--- config.mk ---
export PLATFORM = sky130hd
export DESIGN_NAME = ibr128_block_packer_flat
export DESIGN_NICKNAME = d
export VERILOG_FILES = /design/src/rtl/ibr128_block_packer_if.sv /design/src/rtl/ibr128_block_packer.sv /design/src/flat_wrapper.sv
export SDC_FILE = /design/constraint.sdc
export NUM_CORES = 1
export LEC_CHECK = 0
export BUFFER_PORTS_ARGS = -buffer_cell sky130_fd_sc_hd__buf_2
export CAP_MARGIN = 15
export CORE_ASPECT_RATIO = 1.75
export CORE_MARGIN = 1.5
export CORE_UTILIZATION = 59
export CTS_CLUSTER_SIZE = 14
export DETAILED_ROUTE_END_ITERATION = 8
export PLACE_DENSITY = 0.83
export RECOVER_POWER = 50
export SLEW_MARGIN = 20
export SYNTH_ARGS = -nofsm -noshare
export SYNTH_HDL_FRONTEND = slang
export SYNTH_SLANG_ARGS = --single-unit
--- constraint.sdc ---
create_clock -name clk -period 9.6 [get_ports clk]
set_clock_uncertainty 0.15 [all_clocks]
set_input_delay 0.96 -clock clk [delete_from_list [all_inputs] [get_ports clk]]
set_output_delay 0.96 -clock clk [all_outputs]
set_load 0.02 [all_outputs]
--- src/rtl/ibr128_block_packer_if.sv ---
// ibr128_block_packer_if: word-stream input and block-stream output of the block packer
interface ibr128_block_packer_if;
    logic [31:0]  word_data;
    logic         word_valid;
    logic         word_last;
    logic [2:0]   word_bytes;
    logic         word_ready;
    logic [127:0] plain_text;
    logic         fb;
    logic         block_last;
    logic         block_valid;
    logic         block_accept;

    modport master (
        output word_data, word_valid, word_last, word_bytes, block_accept,
        input  word_ready, plain_text, fb, block_last, block_valid
    );

    modport slave (
        input  word_data, word_valid, word_last, word_bytes, block_accept,
        output word_ready, plain_text, fb, block_last, block_valid
    );
endinterface

--- src/rtl/ibr128_block_packer.sv ---
// ibr128_block_packer: packs 32-bit words into 128-bit blocks with PKCS#7 or zero padding behind a 2-entry buffer
module ibr128_block_packer #(
    parameter bit PAD_EN = 1'b1
) (
    input  logic                 clk,
    input  logic                 rst,
    input  logic                 enable,
    ibr128_block_packer_if.slave bus,
    output logic [15:0]          block_count
);
    typedef enum logic {FILL, PAD} state_t;

    state_t       state, state_n;
    logic [1:0]   wi, wi_n;
    logic         fb_pend, fb_pend_n;
    logic [127:0] acc, filled, padded, push_data;
    logic [129:0] mem [2];
    logic         rd_ptr, wr_ptr;
    logic [1:0]   count;
    logic         pop, space, take, push, push_fb, push_last;
    logic [2:0]   nb;
    logic [4:0]   d;
    logic [7:0]   pad_byte;

    assign pop             = (count != 2'd0) && bus.block_accept;
    assign space           = (count != 2'd2) || pop;
    assign bus.word_ready  = !rst && enable && state == FILL && space;
    assign take            = bus.word_valid && bus.word_ready;
    assign nb              = (bus.word_bytes == 3'd0 || bus.word_bytes > 3'd4) ? 3'd4 : bus.word_bytes;
    assign d               = {1'b0, wi, 2'b00} + {2'b00, nb};
    assign pad_byte        = PAD_EN ? 8'd16 - {3'b000, d} : 8'h00;
    assign bus.block_valid = count != 2'd0;
    assign bus.plain_text  = bus.block_valid ? mem[rd_ptr][129:2] : '0;
    assign bus.fb          = bus.block_valid && mem[rd_ptr][1];
    assign bus.block_last  = bus.block_valid && mem[rd_ptr][0];

    // Drop the incoming word into its slot and overwrite the tail of a final block with pad bytes
    always_comb begin
        filled = acc;
        for (int i = 0; i < 4; i++)
            filled[127-32*i -: 32] = (2'(i) == wi) ? bus.word_data : acc[127-32*i -: 32];
        padded = filled;
        for (int k = 0; k < 16; k++)
            padded[127-8*k -: 8] = (bus.word_last && 5'(k) >= d) ? pad_byte : filled[127-8*k -: 8];
    end

    // Next state: word slot, first-block flag, FSM state and what gets pushed into the buffer
    always_comb begin
        state_n   = state;
        wi_n      = wi;
        fb_pend_n = fb_pend;
        push      = 1'b0;
        push_fb   = fb_pend;
        push_last = 1'b0;
        push_data = padded;
        if (state == PAD) begin
            push_data = {16{8'h10}};
            push_fb   = 1'b0;
            push_last = 1'b1;
            if (space) begin
                push      = 1'b1;
                fb_pend_n = 1'b1;
                state_n   = FILL;
            end
        end else if (take) begin
            wi_n = wi + 2'd1;
            if (bus.word_last) begin
                push      = 1'b1;
                wi_n      = 2'd0;
                push_last = !(PAD_EN && d == 5'd16);
                fb_pend_n = push_last;
                state_n   = push_last ? FILL : PAD;
            end else if (wi == 2'd3) begin
                push      = 1'b1;
                fb_pend_n = 1'b0;
            end
        end
    end

    // Control registers; enable low flushes the buffer, the partial block and the block counter
    always_ff @(posedge clk or posedge rst) begin
        if (rst) begin
            state       <= FILL;
            wi          <= 2'd0;
            fb_pend     <= 1'b1;
            rd_ptr      <= 1'b0;
            wr_ptr      <= 1'b0;
            count       <= 2'd0;
            block_count <= 16'd0;
        end else begin
            state       <= enable ? state_n : FILL;
            wi          <= enable ? wi_n : 2'd0;
            fb_pend     <= !enable || fb_pend_n;
            rd_ptr      <= enable && (rd_ptr ^ pop);
            wr_ptr      <= enable && (wr_ptr ^ push);
            count       <= enable ? count + 2'(push) - 2'(pop) : 2'd0;
            block_count <= enable ? block_count + 16'(push) : 16'd0;
        end
    end

    // Datapath storage needs no reset: empty slots are masked at the outputs
    always_ff @(posedge clk) begin
        if (take)
            acc <= filled;
        if (push)
            mem[wr_ptr] <= {push_data, push_fb, push_last};
    end
endmodule
--- src/flat_wrapper.sv ---
// flat-port wrapper written by rule: the top's interface ports become plain ports
module ibr128_block_packer_flat 
#(
    parameter bit PAD_EN = 1'b1
)
  (clk, rst, enable, block_count, bus_word_data, bus_word_valid, bus_word_last, bus_word_bytes, bus_block_accept, bus_word_ready, bus_plain_text, bus_fb, bus_block_last, bus_block_valid);
  ibr128_block_packer_if bus_i ();
  input  logic clk;
  input  logic rst;
  input  logic enable;
  output logic [15:0] block_count;
  input wire logic [$bits(bus_i.word_data)-1:0] bus_word_data;
  input wire logic [$bits(bus_i.word_valid)-1:0] bus_word_valid;
  input wire logic [$bits(bus_i.word_last)-1:0] bus_word_last;
  input wire logic [$bits(bus_i.word_bytes)-1:0] bus_word_bytes;
  input wire logic [$bits(bus_i.block_accept)-1:0] bus_block_accept;
  output wire logic [$bits(bus_i.word_ready)-1:0] bus_word_ready;
  output wire logic [$bits(bus_i.plain_text)-1:0] bus_plain_text;
  output wire logic [$bits(bus_i.fb)-1:0] bus_fb;
  output wire logic [$bits(bus_i.block_last)-1:0] bus_block_last;
  output wire logic [$bits(bus_i.block_valid)-1:0] bus_block_valid;
  assign bus_i.word_data = bus_word_data;
  assign bus_i.word_valid = bus_word_valid;
  assign bus_i.word_last = bus_word_last;
  assign bus_i.word_bytes = bus_word_bytes;
  assign bus_i.block_accept = bus_block_accept;
  assign bus_word_ready = bus_i.word_ready;
  assign bus_plain_text = bus_i.plain_text;
  assign bus_fb = bus_i.fb;
  assign bus_block_last = bus_i.block_last;
  assign bus_block_valid = bus_i.block_valid;
  ibr128_block_packer #(.PAD_EN(PAD_EN)) u_core (.clk(clk), .rst(rst), .enable(enable), .bus(bus_i), .block_count(block_count));
endmodule
Yosys cells after proc, flatten, opt, wreduce, memory -nomap -nowiden
Memories as Yosys holds them, arrays and structs flattened. Index checks and enable logic that the tools add are counted.

Reductions and logical operators: 35. Mux-type cells: 51. Bitwise gates (word level): 3. Add/sub/neg operators: 6. Eq/ne operators: 8. $lt $le $gt $ge: 17.

Operators with widths (count): 2-to-1 mux 128 bit (2); 2-to-1 mux 32 bit (4); 2-to-1 mux 8 bit (16); >= comparator 4 x 5 -> 1 bit (first input constant) (8); logical AND 1 bit (25); 2-to-1 mux 1 bit (22); >= comparator 3 x 5 -> 1 bit (first input constant) (4); adder 16 x 1 -> 16 bit (1); 2-to-1 mux 16 bit (1); >= comparator 1 x 5 -> 1 bit (first input constant) (2); >= comparator 2 x 5 -> 1 bit (first input constant) (2); 2-to-1 mux 2 bit (5); subtractor 5 x 5 -> 6 bit (first input constant) (1); adder 4 x 3 -> 5 bit (1); == test 5 bit (second input constant) (1); == test 2 bit (first input constant) (2); != test 2 bit (second input constant) (2); greater-than comparator 3 bit (second input constant) (1); zero test 1 bit (3); zero test 3 bit (1); logical OR 1 bit (3); 2-to-1 mux 3 bit (1); adder 2 x 1 -> 2 bit (1); adder 2 x 1 -> 2 bit (second input constant) (1); other kinds (9) (10).

Input port bits: 41. Logic and storage cells: 129. Memories kept: 1. Register bits: 152. Bits in writable memories: 260.

Memories: u_core.mem (depth 2, bits a word 130, rd ports 1, clocked after Yosys merged registers in 0, wr ports 1, RTL line ibr128_block_packer.sv:17) `logic [129:0] mem [2];`.

Logic depth before layout (Yosys ltp)
Gate-level depths: netlist (run 1).

Depth in word-level cells: 10. Mapped depth: 13. Depth with buffers taken out: 12.

Worst setup path before layout (run 1)
OpenSTA, ideal clock, no wires.

Kind: input to register. Start point: input enable. End point: register u_core.state. Path slack: 2.012 ns. Arrival: 7.345 ns. Data required time: 9.357 ns. Library setup time: 0.093 ns. Stages: 5. Buffers on the path: 1. Path through: buf_2 nand4bb_1 nor2_1 nand3_1 a21oi_1.

Cells in the longest elaborated chain, start to end: 7.

Ends and longest elaborated chain: start: declaration (RTL line flat_wrapper.sv:10) `input logic enable;`; logical AND 1 bit (3 in a row) (RTL line ibr128_block_packer.sv:27) `assign bus.word_ready = !rst && enable && state == FILL && space;`; logical AND 1 bit (RTL line ibr128_block_packer.sv:28) `assign take = bus.word_valid && bus.word_ready;`; via u_core.take (RTL line ibr128_block_packer.sv:20) `logic pop, space, take, push, push_fb, push_last;`; 2-to-1 mux 1 bit (RTL line ibr128_block_packer.sv:65) `end else if (take) begin`; 2-to-1 mux 1 bit (RTL line ibr128_block_packer.sv:56) `if (state == PAD) begin`; 2-to-1 mux 1 bit (RTL line ibr128_block_packer.sv:91) `state <= enable ? state_n : FILL;`; end signal: assignment (RTL line ibr128_block_packer.sv:91); end: declaration (RTL line ibr128_block_packer.sv:13) `state_t state, state_n;`.

The timed path passes the listed nets, and every way through them passes these cells. A chain may end at the register's enable or synchronous reset.

Final worst setup path (run 1)
Start point: register u_core.state. End point: memory u_core.mem[0][77] (data pin).

Cells in the longest elaborated chain, start to end: 1.

Ends and longest elaborated chain: 2-to-1 mux 128 bit (RTL line ibr128_block_packer.sv:56); via u_core.push_data[75] (RTL line ibr128_block_packer.sv:16) `logic [127:0] acc, filled, padded, push_data;`; end: declaration (RTL line ibr128_block_packer.sv:17).

The timed path passes the listed nets, and every way through them passes these cells.

==> out/results.ini, run 1 <==
[run_status]
status = finished, violations left
failed_checks = capacitance limit, slew limit

[worst_setup_path]
rrSetupSlack_ns = 3.14
worstSetupPathType = register to register
cp.depth = 5
worst_setup_path_end_kind = register
cp.arrival_ns = 6.53
r2r-start = u_core.state
setup.worst_path.end = u_core.mem[0][77]
cp-startpoint = u_core.state
reg2regPathDepth = 5
startpoint_type = register
worst_ep_required_time_ns = 9.68
cpLargestDelayFamily = buffers and inverters
cpPeakStageDelay_ns = 2.93
timing.rr.end = u_core.mem[0][77]
cp_max_fo = 87
cp_slowest_cell = clkbuf_1
path_buf_inv = 3
cp_cell_sequence = clkbuf_1, inv_1, buf_4, nand3_2, o21ai_0

[route]
route.detailed.drc = 0
detail_route.wl_per_cell_um = 23.3
wirelength_mm = 44.8
routed_via_density = 6.18
drt_iter0_drc = 1027
antenna_left = 0
vias = 11900
first_pass_iters = 5

[synth]
synth_seq_cells = 412
ys.flop_type = edfxtp_1
synth_top_area_share_pct = 62.4
yosysWarnings = 0
synth.cell_area_um2 = 18700
synth_top_cell_by_area = edfxtp_1
synthTopCellsByCount = edfxtp_1, nor2_1, mux2i_1
synth.yosys.seq_area_share_pct = 65.6
synth_fp_nets = 1418
postSynthAreaPerCell_um2 = 13.8
syn_inst = 1356
synthTopCellsByArea = edfxtp_1, mux2i_1, mux2_2
synth.most_common_cell = edfxtp_1
synthArstFlopShare_pct = 5.83
synth_edf_count = 388
synth_cell_type_count = 58

[cells_and_area]
seq_area_um2 = 12300
drive_above_1_share_pct = 17.8
fin_area_um2 = 20800
fill_cells = 2211
multi_input_area_um2 = 5980
final_core_util_pct = 66.6
synthToLayoutAreaGrowth_pct = 11.6
finish.net_count = 1571

[global_route]
grt_pass1_vias = 11700
grt_max_degree = 88
antenna_found_initial = 1
grt_use_total_pct = 27.7
grt-ovfl-total = 0
grt_pass1_wl_mm = 67.6

[floorplan]
rows = 86
die_w_um = 138
ios = 189
dieArea_um2 = 32800
core_area_um2 = 31300
initial_utilization_pct = 59.7
fp.dieH_um = 238

[clock_tree]
cts_hold_buf = 0
htree_levels = 2
cts_buffers = 36
cts_resized = 0
cts_root_buffer = clkbuf_16
clockBufferDepth = 3
cts_num_sinks = 412
insertion_delay_ns = 0.54
cts_tree = done
clk_transition_reported_paths_ns = 0.06
post_cts_buffers = 0

[sta]
finalCriticalPeriod_ns = 6.46
timing.final.ws_setup_ns = 3.14
hold_ws_ns = 0.410
grt_setup_unrepaired = no
fmax_ghz = 0.155
hold_viol = 0
finalCritPeriodShare_pct = 67.3
setup_violations = 0
fin_tns_setup_ns = 0
tightest_slew_ns = 4.21
relSlewSlack_pct = -181
slew_viol_final = 316

[power_and_ir_drop]
p_per_area_nw_per_um2 = 204
ir_worst_vdd_mv = 0.142
p_leak_nw = 7.64

[placement]
gp_congestion = 0.860
place_area_um2 = 19900
port_buffers = 188
pre_cts_ws_ns = 4.97
dpl.hpwl_mm = 29.6

[run]
maxCapViolations = 6

[min_path]
min_path_type = register to register

worst reg2reg max path, cell delays in order, from the launching register on:
cell and delay [ns]:
dfrtp_2 0.38, clkbuf_1 2.93, inv_1 1.22, buf_4 0.63, nand3_2 0.54, o21ai_0 0.31
registers in the layout, summed over array words and instances (netlist names):
signal / cells
u_core.mem: 260
u_core.block_count: 16
u_core.state: 1
u_core.fb_pend: 1
u_core.wr_ptr: 1
u_core.count: 2
u_core.wi: 2
u_core.acc: 128
u_core.rd_ptr: 1
metrics by stage:
step / power, W / std cells
6_report: 0.00426 / 1923
5_1_grt: 0.00440 / 1922
4_1_cts: 0.00427 / 1921
3_5_place_dp: 0.00298 / 1867
3_3_place_gp: 0.00296 / 1867
2_1_floorplan: 0.00270 / 1356
final cells by class:
class,instances,area share [%]
clock inverters,6,0.114
well taps,396,2.38
flip-flops and latches,412,58.8
clock buffers,48,4.74
diodes,2,0.0240
inverters,23,0.414
repair buffers,203,4.86
multi-input cells,833,28.7
power breakdown:
part | total [W] | switching, W | internal (W)
clock network | 0.00132 | 0.000610 | 0.000715
logic | 0.000885 | 0.000599 | 0.000286
registers | 0.00205 | 0.0000242 | 0.00203
total | 0.00426 | 0.00123 | 0.00303
routing by layer:
metal | GRT usage (%) | wire, um | vias to the layer above
li1 | - | - | 5309
met5 | 0 | 0 | -
met1 | 34.7 | 16700 | 5849
met3 | 4.42 | 3040 | 133
met4 | 14.3 | 2590 | 0
met2 | 46.3 | 22400 | 591
worst min path at each step:
stage                      startpoint  cells after the start                      to
4_1_cts               u_core.acc[118]                      1         u_core.acc[118]
3_5_place_dp           u_core.acc[75]                      1          u_core.acc[75]
2_1_floorplan         u_core.acc[124]                      1         u_core.acc[124]
6_report               u_core.acc[98]                      1          u_core.acc[98]
5_1_grt                u_core.acc[99]                      1          u_core.acc[99]
3_3_place_gp   u_core.block_count[15]                      2  u_core.block_count[15]
placed cells by master, fill, tap and decap left out, types with 3 or more instances in the layout:
cell	Yosys	final
buf_4	2	7
nor4_1	4	4
clkbuf_1	43	35
o21ai_0	23	23
mux2i_1	164	164
xor2_1	9	9
dfrtp_1	23	21
a22o_1	3	3
edfxtp_1	388	388
a211oi_1	18	18
nor2_1	178	177
xnor2_1	6	6
clkinv_1	2	7
a221oi_1	3	3
ha_1	21	19
or2_2	4	4
a311oi_1	5	5
or4_1	4	4
a21o_1	3	3
mux2_2	127	34
clkbuf_16	0	37
a21oi_1	71	71
nand4_1	4	4
nor2b_1	4	4
nand3_1	26	26
o31ai_1	3	3
nand2b_1	5	5
nand2_1	93	93
o2bb2ai_1	3	3
nor3_1	9	9
mux2_1	1	94
inv_1	21	21
and2_1	7	6
and3_1	5	5
buf_2	39	168
logic make-up after synthesis:
group                      count (synthesis)  synth area share [%]
muxes                                    292                  16.5
DFF                                      412                  65.6
adders and majority gates                 21                  1.41
AOI/OAI and AO/OA                        151                  5.04
buffers and inverters                    111                  2.57
and+or+nand+nor                          354                  8.19
xor gates and xnor gates                  15                 0.703
No activity file was read; power rests on OpenSTA's default activity.
==> run 2: changes to the inputs <==
- ABC_AREA: not set -> 1
- CORE_UTILIZATION: 59 -> 53
- PLACE_DENSITY: 0.83 -> 0.79
- clock period: 9.6 -> 5.5 ns (I/O delays scaled with it)
==> out/results.ini, run 2 <==
[worst_setup_path]
cp.arrival_ns = 4.41
path_common_cell = inv_1
timing.rr.end = u_core.mem[1][90]
r2r-start = u_core.wi[1]
reg2regPathDepth = 7
worst_setup_path_end_kind = register
path_buf_inv = 3
cpPeakStageDelay_ns = 0.99
cpLargestDelayFamily = buffers and inverters
cp-startpoint = u_core.wi[1]
startpoint_type = register
cp_slowest_cell = inv_1
cp_cell_sequence = inv_1, ha_1, clkbuf_1, inv_1, o21ai_0, nor2_1, a211oi_1
cp.depth = 7
rrSetupSlack_ns = 1.24
setup.worst_path.end = u_core.mem[1][90]
worstSetupPathType = register to register
worst_ep_required_time_ns = 5.64
cp_max_fo = 43

[synth]
synth_seq_cells = 412
synth_cell_type_count = 42
synthTopCellsByArea = edfxtp_1, nand2_1, a21oi_1
synth_edf_count = 388
synthArstFlopShare_pct = 5.83
syn_inst = 1858
synth_top_area_share_pct = 62.6
synth.most_common_cell = nand2_1
synth.yosys.seq_area_share_pct = 65.8
synth_fp_nets = 1920
ys.flop_type = edfxtp_1
synth.cell_area_um2 = 18600
synth_top_cell_by_area = edfxtp_1
postSynthAreaPerCell_um2 = 10.0
yosysWarnings = 0
synthTopCellsByCount = nand2_1, edfxtp_1, nor2_1

[power_and_ir_drop]
swShare_pct = 35.5
seqPwrFrac_pct = 42.6
p_per_area_nw_per_um2 = 407
p_leak_nw = 8.52
p_int_w = 0.00548
p_clk_share_pct = 28.5
ir_worst_vdd_mv = 0.277
power.switching_w = 0.00301
p_total_w = 0.00849
comb_power_share_pct = 29.0

[clock_tree]
cts_tree = done
cts_buffers = 37
cts_hold_buf = 0
cts_resized = 0
clk_transition_reported_paths_ns = 0.06
insertion_delay_ns = 0.55
cts_num_sinks = 412
htree_levels = 2
clockBufferDepth = 3
post_cts_buffers = 0
cts_root_buffer = clkbuf_16

[placement]
dpl.hpwl_mm = 36.4
port_buffers = 188
pre_cts_ws_ns = 1.64
gp_congestion = 0.952

[cells_and_area]
fill_cells = 2870
top_regs = u_core.mem: 260 flops, u_core.acc: 128 flops, u_core.block_count: 16 flops
largest_reg_flops = 260
synthToLayoutAreaGrowth_pct = 11.8
mostFrequentLayoutCells = nand2_1, edfxtp_1, nor2_1
final_common_cell = nand2_1
finish.net_count = 2074
regMostFlops = u_core.mem
drive_above_1_share_pct = 11.6

[sta]
grt_setup_unrepaired = no
setup_violations = 0
slew_viol_final = 176
hold_viol = 0
fmax_ghz = 0.235
fin_tns_setup_ns = 0
tightest_slew_ns = 1.92
relSlewSlack_pct = -27.7
finalCritPeriodShare_pct = 77.5
timing.final.ws_setup_ns = 1.24
finalCriticalPeriod_ns = 4.26

[global_route]
grt_max_degree = 77
grt_pass1_vias = 13900
antenna_found_initial = 1
grt-ovfl-total = 0
grt_pass1_wl_mm = 80.7
grt_use_total_pct = 30.1

[floorplan]
ios = 189
initial_utilization_pct = 53.9
rows = 90
fp.dieH_um = 251
dieArea_um2 = 36300
core_area_um2 = 34600
die_w_um = 145

[route]
vias = 14200
wirelength_mm = 54.0
antenna_left = 0
first_pass_iters = 6
drt_iter0_drc = 1617
detail_route.wl_per_cell_um = 21.7
routed_via_density = 5.72
route.detailed.drc = 0

[min_path]
min_path_type = input pin to asynchronous set/reset pin

[run_status]
failed_checks = capacitance limit, slew limit
status = finished, violations left

[run]
maxCapViolations = 3

## run 2: cell types whose count changed after synthesis, moves of 11 or more
cell | previous run | this run
a211oi_1 | 18 | 3
a21oi_1 | 71 | 164
clkbuf_1 | 43 | 32
inv_1 | 21 | 113
mux2_2 | 127 | 0
mux2i_1 | 164 | 1
nand2_1 | 93 | 627
nand3_1 | 26 | 39
o21ai_0 | 23 | 121
## run 2: cell families (layout without fill, tap and decap cells)
kind of cell	Yosys count	in the layout	synth area share [%]
AND/OR/NAND/NOR	892	892	19.0
adder cells (fa/ha/maj)	21	21	1.41
buffers and inverters	220	392	4.96
flip-flops	412	412	65.8
other	0	1	0
XOR/XNOR	5	5	0.336
multiplexers	1	1	0.0537
AO/OA/AOI/OAI	307	307	8.47
## run 2: worst min-delay path by stage
stage / startpoint / to / slack [ns] / depth (start not counted)
after floorplan: u_core.acc[96] / u_core.acc[96] / 0.35 / 2
after global placement: u_core.block_count[1] / u_core.block_count[1] / 0.34 / 1
after detailed placement: u_core.block_count[1] / u_core.block_count[1] / 0.35 / 1
after CTS: rst / u_core.block_count[10] / 0.13 / 2
after global routing: rst / u_core.block_count[9] / 0.16 / 2
final: rst / u_core.block_count[1] / 0.09 / 2
## run 2: power groups by stage
stage / Combinational (W) / Clock (W) / Sequential [W]
4_1_cts: 0.00252 / 0.00243 / 0.00361
3_5_place_dp: 0.00251 / 0 / 0.00368
6_report: 0.00246 / 0.00242 / 0.00361
2_1_floorplan: 0.00161 / 0 / 0.00367
5_1_grt: 0.00266 / 0.00253 / 0.00362
3_3_place_gp: 0.00248 / 0 / 0.00367
## run 2: cell type report
type,instances,area (um2),area share (%)
tap,460,576,2.76
clock buffer,46,981,4.71
clock inverter,11,87.6,0.421
timing repair buffer,207,1030,4.96
antenna,1,2.50,0.0120
sequential,412,12300,58.9
inverter,128,482,2.31
multi-input combinational,1226,5410,26.0
## run 2: per-stage QoR
stage / hold WS [ns] / util (%) / cells / area (um2)
floorplan: 0.354 / - / 1858 / 18600
global placement: 0.344 / 57.6 / 2433 / 19900
detailed placement: 0.350 / 57.6 / 2433 / 19900
CTS: 0.129 / 60.7 / 2490 / 21000
global route: 0.161 / 60.2 / 2490 / 20800
finish: 0.0878 / 60.2 / 2491 / 20800
## run 2: routing by layer
layer,global-route usage [%],vias to the layer above,part of all wire [%]
met5,0,-,0
met4,24.3,0,9.1
met3,3.66,192,7.3
met2,48.6,749,48
met1,36.1,6813,35
li1,-,6492,-
